**config.mk**
```make
export PLATFORM = sky130hd
export DESIGN_NAME = iq_gain_sweep
export DESIGN_NICKNAME = d
export VERILOG_FILES = /design/src/rtl/iq_gain_sweep.sv
export SDC_FILE = /design/constraint.sdc
export NUM_CORES = 1
export LEC_CHECK = 0
export ABC_AREA = 1
export CORE_ASPECT_RATIO = 0.9
export CORE_MARGIN = 1
export CORE_UTILIZATION = 36
export DETAILED_ROUTE_END_ITERATION = 8
export MAX_ROUTING_LAYER = met4
export PLACE_DENSITY = 0.58
export SLEW_MARGIN = 40
export SYNTH_ARGS = -nofsm -noshare
export SYNTH_HDL_FRONTEND = slang
export SYNTH_SLANG_ARGS = --single-unit
```
**constraint.sdc**
```tcl
create_clock -name clk -period 10.15 [get_ports clk]
set_clock_uncertainty 0.05 [all_clocks]
set_input_delay 1.5225 -clock clk [delete_from_list [all_inputs] [get_ports clk]]
set_output_delay 1.5225 -clock clk [all_outputs]
set_load 0.03 [all_outputs]
```
**src/rtl/iq_gain_sweep.sv**
```systemverilog
// I/Q amplitude sweeper: scales a complex stream by a gain that ramps as a
// triangle between gain_min and gain_max, with round-half-up and saturation.
module iq_gain_sweep #(
    parameter int WIDTH  = 12,
    parameter int GWIDTH = 16,
    parameter int DWIDTH = 16
) (
    input  logic                     clk,
    input  logic                     rst,
    input  logic                     en,
    input  logic [GWIDTH-1:0]        gain_min,
    input  logic [GWIDTH-1:0]        gain_max,
    input  logic [GWIDTH-1:0]        gain_step,
    input  logic [DWIDTH-1:0]        hold_div,
    input  logic signed [WIDTH-1:0]  i_in,
    input  logic signed [WIDTH-1:0]  q_in,
    input  logic                     valid_in,
    output logic signed [WIDTH-1:0]  i_out,
    output logic signed [WIDTH-1:0]  q_out,
    output logic                     valid_out,
    output logic                     sat,
    output logic [GWIDTH-1:0]        gain_out,
    output logic                     dir_out
);

    localparam int PW = WIDTH + GWIDTH + 1;
    localparam logic [GWIDTH-1:0]   UNITY = {1'b1, {(GWIDTH-1){1'b0}}};
    localparam logic signed [PW:0]  RND   = (PW+1)'(2**(GWIDTH-2));
    localparam logic signed [PW:0]  SMAX  = (PW+1)'(2**(WIDTH-1) - 1);
    localparam logic signed [PW:0]  SMIN  = (PW+1)'(-(2**(WIDTH-1)));

    logic [GWIDTH-1:0] gain_reg, gain_nxt, g_eff;
    logic              dir, dir_nxt, dir_eff;
    logic [DWIDTH-1:0] div_cnt, cnt_nxt, cnt_eff;
    logic              en_d, load;
    logic [GWIDTH:0]   up_sum, down_lim;

    logic signed [PW-1:0] p1_i, p1_q;
    logic                 v1;
    logic [WIDTH:0]       res_i, res_q;

    // A load cycle behaves as if the registers already held the start state.
    assign load     = en & ~en_d;
    assign g_eff    = load ? gain_min : gain_reg;
    assign dir_eff  = load ? 1'b1 : dir;
    assign cnt_eff  = load ? '0 : div_cnt;
    assign up_sum   = {1'b0, g_eff} + {1'b0, gain_step};
    assign down_lim = {1'b0, gain_min} + {1'b0, gain_step};

    // NOTE: every variable gets a default first so no path infers a latch.
    always_comb begin
        gain_nxt = gain_reg;
        dir_nxt  = dir;
        cnt_nxt  = div_cnt;
        if (en) begin
            gain_nxt = g_eff;
            dir_nxt  = dir_eff;
            cnt_nxt  = cnt_eff;
            if (valid_in) begin
                if (cnt_eff == hold_div) begin
                    cnt_nxt = '0;
                    if (gain_min >= gain_max) begin
                        gain_nxt = gain_min;
                        dir_nxt  = ~dir_eff;
                    end else if (dir_eff) begin
                        if (up_sum >= {1'b0, gain_max}) begin
                            gain_nxt = gain_max;
                            dir_nxt  = 1'b0;
                        end else begin
                            gain_nxt = up_sum[GWIDTH-1:0];
                        end
                    end else begin
                        if ({1'b0, g_eff} <= down_lim) begin
                            gain_nxt = gain_min;
                            dir_nxt  = 1'b1;
                        end else begin
                            gain_nxt = g_eff - gain_step;
                        end
                    end
                end else begin
                    cnt_nxt = cnt_eff + DWIDTH'(1);
                end
            end
        end
    end

    // Returns {saturated, value}: round half up, then clamp to WIDTH bits.
    function automatic logic [WIDTH:0] round_sat(input logic signed [PW-1:0] p);
        logic signed [PW:0] r;
        r = ((PW+1)'(p) + RND) >>> (GWIDTH-1);
        if (r > SMAX)      return {1'b1, SMAX[WIDTH-1:0]};
        else if (r < SMIN) return {1'b1, SMIN[WIDTH-1:0]};
        else               return {1'b0, r[WIDTH-1:0]};
    endfunction

    assign res_i = round_sat(p1_i);
    assign res_q = round_sat(p1_q);

    // NOTE: product registers carry no reset; v1 alone qualifies them.
    always_ff @(posedge clk) begin
        if (valid_in) begin
            p1_i <= PW'(i_in) * PW'($signed({1'b0, g_eff}));
            p1_q <= PW'(q_in) * PW'($signed({1'b0, g_eff}));
        end
    end

    // NOTE: sequential state uses non-blocking assignments throughout.
    always_ff @(posedge clk) begin
        if (rst) begin
            gain_reg  <= UNITY;
            dir       <= 1'b1;
            div_cnt   <= '0;
            en_d      <= 1'b0;
            v1        <= 1'b0;
            valid_out <= 1'b0;
            i_out     <= '0;
            q_out     <= '0;
            sat       <= 1'b0;
        end else begin
            gain_reg  <= gain_nxt;
            dir       <= dir_nxt;
            div_cnt   <= cnt_nxt;
            en_d      <= en;
            v1        <= valid_in;
            valid_out <= v1;
            if (v1) begin
                i_out <= res_i[WIDTH-1:0];
                q_out <= res_q[WIDTH-1:0];
                sat   <= res_i[WIDTH] | res_q[WIDTH];
            end
        end
    end

    assign gain_out = gain_reg;
    assign dir_out  = dir;

endmodule

```
==> impl_results.md <==
* Outcome: complete, no violations
* Skew-Pair Late Insertion Delay at around 0.38 ns
* Number of synthesized flops with an enable pin at 30
* Reg2reg end: p1_i[25]
* Sw Pwr at 0.00266 W
* Num rows at 82
* Post-CTS repair timing setup buffer count at 0
* Gr ovfl total at 0
* Final HPWL from detailed placement at 54500 um
* Switching part of the total power at 54.6%
* Slew Viols, Final at 0
* Hold Path Class: flip-flop to flip-flop
* RSZ-0062 raised after global routing: no
* First-pass GRT wire length at ~110000 um
* Final nets at 3513
* Yosys top cell area share at around 27%
* Detailed Route WL at 66500 um
* Mapped Cells at between 2000 and 3000
* CTS Buffer Depth at 2
* Minimum clock period at approximately 8.5 ns
* Hold Path Depth at 2
* Syn avg cell area at approximately 7.4 um^2
* CTS hold repair buffers at 0
* Worst IR Drop VDD at 0.171 mV
* Ports at around 140
* Synth async-reset ratio at 0%
* Critical Path Fanout Max at 44
* Vias at roughly 19000
* Initial antenna violation count at 3
* Worst hold endpoint: div_cnt[7]
* Netlist cell types at 56
* Final period util at a little over four fifths
* Worst Setup End Kind: flip-flop
* Power density cells at roughly 210 nW/um^2
* WS Path Type: primary input to flip-flop
* Ys Warns at 0
* Yosys reg bits at 91
* Max-Cap Viols at 0
* Clk sink count at slightly above 90
* Htree depth at 3
* LEAKAGE at approximately 12 nW
* Actual slew at the worst max-slew pin at 0.852 ns
* Die Height at roughly 230 um
* Via density at between 5 and 6
* WP data required at between 10 and 15 ns
* Cell taking the most area after synthesis: fa_1
* Iter 0 DRT Violations at 1225
* Port bufs at roughly 130
* Clock share of power at 6.8%
* Routed length per instance at 18.2 um
* Vias in the first global route at just under 20000
* Detailed-route DRC error count at 0
* Sequential share of power at 13.0%
* Fill count at ~5900
* Area of the die at between 50000 and 60000 um^2
* Int Power at around 0.0022 W
* Worst endpoint data arrival time at around 8.5 ns
* Mapped Area at 20700 um^2
* Final Hold Vio Count at 0
* Setup TNS at 0 ns
* Sequential Area at 2120 um^2
* Pre-CTS setup slack at approximately 1.1 ns
* # resized after CTS at 0
* Multi-input gate area at around 16000 um^2
* R2R cell count at 23
* CTS clock-pin slew for the worst setup and hold paths at around 0.06 ns
* Comb power frac at 80.2%
* Core Area at around 56000 um^2
* Initial core utilization at between 30% and 40%
* Slew HR at ~43%
* Main area contributors after synthesis: fa_1 (27%), ha_1 (16%), nand2_1 (11%)
* CTS Root Cell: clkbuf_16
* CTS buffer count at 9
* Placer Congestion at approximately 0.96
* CTS tree: done
* Worst setup SP type: primary input
* Top FF cell, synth: dfxtp_1
* Register area share after synthesis at 10.3%
* Finish-stage setup viols at 0
* Largest net degree at the start of global routing at 45
* Syn Nets at approximately 3400
* Remaining antenna violation count after routing at 0
* Syn-to-layout area delta at 11.5%
* Min-delay src: div_cnt[7]
* Max Clk Rate at 0.118 GHz
* Layout cells sized above 1 at about 2.8%
* Pre-antenna DRT Iters at 8
* Reg-to-reg slack, setup at roughly 3.4 ns
* Die width at 255 um
* Gr usage total at between 20% and 30%
* R2r startpoint: en_d
* Setup WS post-layout at approximately 1.7 ns
[synthesized netlist by cell type, types with 6 or more instances]
cell type	count
clkinv_1	10
edfxtp_1	30
a21oi_1	184
nor2_1	259
inv_2	6
nand3b_1	11
dfxtp_1	61
nor3_1	25
xor2_1	63
a31oi_1	7
ha_1	261
o22ai_1	9
nor4_1	6
o21bai_1	10
clkbuf_1	61
buf_2	9
xnor2_1	28
inv_1	547
buf_1	7
o211ai_1	19
nand2_1	605
nand4_1	30
nand2_2	7
o21ai_2	6
o21ai_1	7
nand3_1	89
o21ai_0	101
or2_2	7
fa_1	281
[logic make-up (layout without fill, tap and decap cells)]
logic type               after synthesis  after routing  share of synthesized area, %
AO/OA/AOI/OAI                        369            369                          9.86
flip-flops                            91             91                          10.3
adder cells (fa/ha/maj)              542            542                          43.0
AND/OR/NAND/NOR                     1054           1054                          21.0
XOR/XNOR                              91             91                          3.85
other                                  0              5                             0
buffers and inverters                649            737                          12.1
[state kept, by name, summed over array words and instances (netlist names)]
signal / flops
dir_out: 1
div_cnt: 16
en_d: 1
gain_out: 16
i_out: 12
p1_i: 15
p1_q: 15
q_out: 12
sat: 1
v1: 1
valid_out: 1
[cells in the final DEF (no fill, tap or decap), types with 4 or more instances in the layout]
| master | instances |
|---|---|
| nand3b_1 | 11 |
| buf_4 | 24 |
| inv_2 | 8 |
| clkinv_1 | 10 |
| a31oi_1 | 7 |
| nand4_1 | 30 |
| nand2_1 | 605 |
| o21a_1 | 5 |
| xor2_1 | 63 |
| o211ai_1 | 19 |
| nor3_1 | 25 |
| inv_1 | 545 |
| edfxtp_1 | 30 |
| o21bai_1 | 10 |
| fa_1 | 281 |
| o22ai_1 | 9 |
| o21ai_0 | 100 |
| ha_1 | 261 |
| nor4_1 | 6 |
| dfxtp_1 | 61 |
| clkbuf_16 | 9 |
| a21oi_1 | 184 |
| nand3_1 | 89 |
| diode_2 | 5 |
| o21ai_2 | 10 |
| o21ai_1 | 4 |
| nand2_2 | 6 |
| a21o_1 | 4 |
| a211oi_1 | 5 |
| nor2_1 | 259 |
| clkdlybuf4s50_1 | 131 |
| or2_2 | 7 |
| xnor2_1 | 28 |
[cell type report]
class                      count  area share [%]
multi-input combinational   2056            69.7
sequential                    91            9.20
inverter                     563            9.16
timing repair buffer         158            6.53
tap                          756            4.10
clock buffer                  12            1.11
clock inverter                 4           0.114
antenna                        5          0.0542
[layer usage]
metal,track usage [%],share of wire [%],vias to the layer above,routed length (um)
met3,3.33,5.9,91,3900
met4,5.60,2.1,0,1420
met1,32.5,46,9065,30500
met5,-,0,-,0
li1,-,-,8880,-
met2,38.9,46,564,30700
[worst max path at each step]
| stage | from | end |
|---|---|---|
| after floorplan | en | p1_q[28] |
| after global placement | en | p1_i[25] |
| after detailed placement | en | p1_i[25] |
| after CTS | en | p1_i[25] |
| after global routing | en | p1_i[25] |
| final | en | p1_i[25] |
[worst max-delay path: stages]
cell and delay, ns:
clkdlybuf4s50_1 0.86, nand2_4 0.43, o21ai_2 0.66, clkinv_1 0.35, buf_4 0.34, nor2_1 0.16, fa_1 0.45, fa_1 0.52
fa_1 0.45, fa_1 0.49, inv_1 0.05, fa_1 0.48, inv_1 0.04, ha_1 0.35, nand2_1 0.13, nor4_1 0.19
a21oi_1 0.16, o21ai_0 0.42, nand2_1 0.14, o21ai_0 0.22, xor2_1 0.10
[power groups by stage]
stage / logic [W] / clock network, W / registers (W)
after floorplan: 0.00279 / 0 / 0.000649
after global placement: 0.00389 / 0 / 0.000641
after CTS: 0.00395 / 0.000345 / 0.000635
after detailed placement: 0.00391 / 0 / 0.000643
after global routing: 0.00448 / 0.000361 / 0.000646
final: 0.00391 / 0.000333 / 0.000634
[through the flow]
| step | instance area [um^2] | hold WS (ns) | power, W | util [%] | std cells |
|---|---|---|---|---|---|
| after floorplan | 20700 | 0.395 | 0.00344 | - | 2796 |
| after global routing | 23100 | 0.440 | 0.00548 | 41.0 | 3643 |
| final | 23100 | 0.415 | 0.00488 | 41.0 | 3645 |
| after global placement | 22800 | 0.403 | 0.00453 | 40.5 | 3624 |
| after detailed placement | 22800 | 0.410 | 0.00455 | 40.5 | 3624 |
| after CTS | 23100 | 0.420 | 0.00493 | 41.0 | 3640 |
(Power assumes the default switching activity.)
